## src/rtl/stage2_flatten_buffer.sv

```systemverilog
`timescale 1ns/1ps
// stage2_flatten_buffer: collects NPT pooled points of CI channels, then
// streams them channel-major (ch0 p0..pN-1, ch1 ..) over valid/ready.
// Ports:
//   clk, reset_n           - clock, async active-low reset
//   i_in_valid, i_in_fmap  - pooled point strobe and CI*IBW-bit point
//   o_ot_valid, i_ot_ready - output handshake
//   o_ot_data, o_ot_last   - flattened word, last word of the map
//   o_busy, o_overflow     - draining, sticky dropped-strobe flag
module stage2_flatten_buffer #(
    parameter int CI  = 3,
    parameter int IBW = 19,
    parameter int NPT = 16
) (
    input  logic              clk,
    input  logic              reset_n,
    input  logic              i_in_valid,
    input  logic [CI*IBW-1:0] i_in_fmap,
    output logic              o_ot_valid,
    input  logic              i_ot_ready,
    output logic [IBW-1:0]    o_ot_data,
    output logic              o_ot_last,
    output logic              o_busy,
    output logic              o_overflow
);

    localparam int NW = CI * NPT;
    localparam int PW = $clog2(NPT);
    localparam int RW = $clog2(NW);

    localparam logic [PW-1:0] PT_LAST = PW'(NPT - 1);
    localparam logic [RW-1:0] RD_LAST = RW'(NW - 1);

    localparam logic [0:0] FILL  = 1'b0;
    localparam logic [0:0] DRAIN = 1'b1;

    logic [IBW-1:0] mem [NW];

    logic [0:0]    state;
    logic [PW-1:0] wr_cnt;
    logic [RW-1:0] rd_idx;
    logic [RW-1:0] rd_nxt;
    logic          wr_en;
    logic          xfer;

    assign wr_en  = (state == FILL) && i_in_valid;
    assign xfer   = o_ot_valid && i_ot_ready;
    assign rd_nxt = rd_idx + RW'(1);
    assign o_busy = (state == DRAIN);

    // Channel c lives at entries [c*NPT +: NPT], so a linear read index
    // walks the buffer channel-major.
    always_ff @(posedge clk) begin
        if (wr_en) begin
            for (int c = 0; c < CI; c++) begin
                mem[RW'(c * NPT) + RW'(wr_cnt)] <= i_in_fmap[c*IBW +: IBW];
            end
        end
    end

    always_ff @(posedge clk or negedge reset_n) begin
        if (!reset_n) begin
            state      <= FILL;
            wr_cnt     <= '0;
            rd_idx     <= '0;
            o_ot_valid <= 1'b0;
            o_ot_last  <= 1'b0;
            o_ot_data  <= '0;
            o_overflow <= 1'b0;
        end else begin
            if (i_in_valid && (state == DRAIN)) begin
                o_overflow <= 1'b1;
            end
            case (state)
                FILL: begin
                    if (wr_en) begin
                        wr_cnt <= wr_cnt + PW'(1);
                        // Entry 0 was written on an earlier edge, so the
                        // first word can be presented right away.
                        if (wr_cnt == PT_LAST) begin
                            state      <= DRAIN;
                            rd_idx     <= '0;
                            o_ot_valid <= 1'b1;
                            o_ot_last  <= 1'b0;
                            o_ot_data  <= mem[0];
                        end
                    end
                end
                DRAIN: begin
                    if (xfer) begin
                        if (rd_idx == RD_LAST) begin
                            state      <= FILL;
                            rd_idx     <= '0;
                            o_ot_valid <= 1'b0;
                            o_ot_last  <= 1'b0;
                        end else begin
                            rd_idx    <= rd_nxt;
                            o_ot_data <= mem[rd_nxt];
                            o_ot_last <= (rd_nxt == RD_LAST);
                        end
                    end
                end
                default: state <= FILL;
            endcase
        end
    end

endmodule

```

## config.mk

```make
export PLATFORM = sky130hd
export DESIGN_NAME = stage2_flatten_buffer
export DESIGN_NICKNAME = d
export VERILOG_FILES = /design/src/rtl/stage2_flatten_buffer.sv
export SDC_FILE = /design/constraint.sdc
export NUM_CORES = 1
export LEC_CHECK = 0
export CAP_MARGIN = 20
export CORE_UTILIZATION = 30
export CTS_BUF_LIST = sky130_fd_sc_hd__clkbuf_4 sky130_fd_sc_hd__clkbuf_8
export DETAILED_ROUTE_END_ITERATION = 7
export GPL_ROUTABILITY_DRIVEN = 1
export GPL_TIMING_DRIVEN = 0
export PLACE_DENSITY = 0.52
export SLEW_MARGIN = 20
export SYNTH_ARGS = -nofsm -noshare
export SYNTH_HDL_FRONTEND = slang
export SYNTH_SLANG_ARGS = --single-unit
export TNS_END_PERCENT = 10
```

## constraint.sdc

```tcl
create_clock -name clk -period 13.3 [get_ports clk]
set_clock_uncertainty 0.2 [all_clocks]
set_input_delay 2.66 -clock clk [delete_from_list [all_inputs] [get_ports clk]]
set_output_delay 2.66 -clock clk [all_outputs]
set_load 0.05 [all_outputs]
```

==> impl_metrics.toml <==
[die]
rows = 127
io_pins = 84
chipHeight_um = 350.2
fp.dieW_um = 350.2
die_area_mm2 = 0.1226
core_area_mm2 = 0.1201
start_util = 0.3027

[critical_path]
crit_required_ns = 13.75
cp-start-kind = "register"
end_kind = "register"
worstSetupPathType = "register to register"
crit_path_max_fanout = 10
crit_arrival_ns = 7.37

[pwr]
p_seq_frac = 0.408
comb_power_share = 0.302
ir_drop_mv = 0.1039
switchingPower_mw = 2.831
finalPower_mw = 8.674
leakage_nw = 13.65
cellPowerDensity_mw_per_mm2 = 199.1
intPower_mw = 5.843
p_clk_frac = 0.289
swShare = 0.3264

[layout]
final_util = 0.3626
drive_above_1_share = 0.2808
fin_nets = 2077
syn2layout_area_growth_pct = 19.79
n_fill_cell = 11160
finalNonFillerCells = 3744

[placement]
post-place-cells = 3469
io_buffers = 83
gp_congestion = 0.7846
dp_hpwl_um = 67970

[synthesis]
ys.flop_type = "edfxtp_1"
postSynth.asyncResetShare = 0.03492
synth_edf_count = 912
synth_nets = 1765
yosysTopAreaCell = "edfxtp_1"
synth-seq-area-share = 0.7759
netlist_instances = 1699
synth.cell_area_mm2 = 0.03636
synth_top_area_share = 0.7531
synth_warnings = 0
synth.area.top_cells = "edfxtp_1, mux4_2, dfrtp_1, nand2_1, mux2i_1"
synth.distinct_cells = 53
ys_seq_elements = 945
synth.avg_cell_area_um2 = 21.40

[timing]
max_clock_freq_ghz = 0.1446
tns_ns = 0
period_share = 0.5200
setup_viol = 0
relSlewSlack = 0.2206
whs_ns = 0.2664
slew_violations = 0
hold_viol = 0
worstMarginPinSlew_ns = 1.140
rsz0062_at_grt = "no"
period_needed_ns = 6.916

[global_routing]
grt_first_pass_wirelength_um = 143100
antenna_found_initial = 8
grt_max_degree = 35
grt_pass1_vias = 19450
grt_usage = 0.1667
grt-ovfl-total = 0

[route]
remaining_drc_errors = 0
drt-wirelength-per-cell_um = 26.92
num_vias = 18800
drtIter0Drc = 1997
dr.pass1.iters = 6
routed_via_density = 5.020
wirelength_um = 100800
ant_nets = 0

[cts]
cts_tree = "yes"
ctsHoldBuffers = 0
clkTransAtPathRegs_ns = 0.07
htree_levels = 4
numCtsBuffers = 152
clockBufferDepth = 3
clk_latency_ns = 0.82
root_buffer = "clkbuf_8"
cts_setup_buffers = 0
cts_resized = 0
cts.sink_count = 945

[status]
run_status = "finished clean"

[min_path]
min-delay-path-class = "register to register"

[job]
cap_violations = 0
## critical path, stage by stage, from the launching register on
cell,delay [ns]
dfrtp_1,0.35
buf_2,0.27
clkbuf_1,0.52
buf_2,0.54
inv_1,0.13
clkbuf_1,0.36
clkbuf_1,0.47
ha_1,0.54
buf_2,0.29
clkbuf_1,0.56
buf_1,0.78
mux4_2,0.43
nand2_1,0.09
a21oi_1,0.10
nor3_1,0.91
o2bb2ai_1,0.15
## cells in the mapped netlist (3+ instances only)
cell type / instances
a2111oi_0: 18
a211oi_1: 18
a21oi_1: 41
a222oi_1: 18
a32oi_1: 3
and2_1: 21
buf_1: 15
buf_2: 27
buf_6: 3
clkbuf_1: 44
dfrtp_1: 33
edfxtp_1: 912
ha_1: 5
inv_1: 5
mux2i_1: 21
mux4_1: 7
mux4_2: 218
nand2_1: 119
nand2b_1: 5
nand3_1: 12
nand4_1: 3
nor2_1: 20
nor2b_1: 3
nor3_1: 25
o21ai_0: 24
o22ai_1: 19
o2bb2ai_1: 20
or3_1: 3
xnor2_1: 5
## worst paths after layout
check	slack [ns]	endpoint	start	cells after the start
max in group asynchronous	10.72	o_ot_data[15]	reset_n	1
min reg2reg	0.27	o_overflow	o_overflow	1
min in group asynchronous	1.68	o_ot_data[9]	reset_n	1
max reg2reg	6.38	o_ot_data[2]	rd_idx[0]	15
min	0.27	o_overflow	o_overflow	1
max	6.38	o_ot_data[2]	rd_idx[0]	15
## logic make-up after synthesis
kind of cell	Yosys count	synth area share
AOI/OAI and AO/OA	175	0.03382
xor gates and xnor gates	8	0.002443
adders and majority gates	5	0.001720
buffers and inverters	99	0.01266
DFF	945	0.7759
muxes	248	0.1465
and+or+nand+nor	219	0.02701
## layer usage
layer | vias to the layer above | share of wire | wire, um | GRT usage
met5 | - | 0.00061 | 61 | 0
met4 | 10 | 0.024 | 2438 | 0.05523
met3 | 160 | 0.074 | 7467 | 0.03913
met2 | 733 | 0.48 | 48490 | 0.2674
met1 | 10090 | 0.42 | 42340 | 0.2225
li1 | 7808 | - | - | -
## per-stage QoR
| stage | setup slack [ns] | instance area [um^2] |
|---|---|---|
| 2_1_floorplan | 5.447 | 36360 |
| 3_3_place_gp | -0.7521 | 39210 |
| 3_5_place_dp | 6.349 | 40500 |
| 4_1_cts | 6.337 | 43550 |
| 5_1_grt | 6.133 | 43550 |
| 6_report | 6.384 | 43560 |
## registers in the layout, indices dropped and copies added (netlist names)
name and flops:
mem 912, o_busy 1, o_ot_data 19, o_ot_last 1, o_ot_valid 1, o_overflow 1
rd_idx 6, wr_cnt 4
## power groups by stage
| stage | registers, mW | clock network (mW) | logic [mW] |
|---|---|---|---|
| 6_report | 3.54 | 2.51 | 2.62 |
| 5_1_grt | 3.56 | 2.68 | 2.77 |
| 4_1_cts | 3.54 | 2.57 | 2.66 |
| 3_5_place_dp | 3.61 | 0 | 2.65 |
| 3_3_place_gp | 3.63 | 0 | 2.54 |
| 2_1_floorplan | 3.67 | 0 | 1.51 |
## placed cells by master (no fill, tap or decap), types with 15 or more instances in the layout
cell / n
clkinv_2: 17
o21ai_0: 24
mux2i_1: 21
clkbuf_8: 160
buf_12: 18
mux4_2: 218
dfrtp_1: 33
a222oi_1: 18
o2bb2ai_1: 20
nand2_1: 119
nor3_1: 20
o22ai_1: 19
edfxtp_1: 912
clkbuf_1: 44
buf_4: 30
clkbuf_4: 51
buf_2: 27
buf_16: 18
and2_1: 19
buf_1: 15
a21oi_1: 41
clkdlybuf4s50_1: 82
a211oi_1: 18
clkinv_1: 29
## area by class of cell
class,count,area (um^2),area share
flip-flops and latches,945,28210,0.6477
multi-input cells,655,7806,0.1792
clock buffers,211,2585,0.05935
well taps,1612,2017,0.04631
repair buffers,158,2008,0.04610
clock inverters,62,462.9,0.01063
plain buffers,93,437.9,0.01005
inverters,6,22.52,0.0005171
diodes,2,5.005,0.0001149
Note: power is estimated with default switching activity, not from simulation.
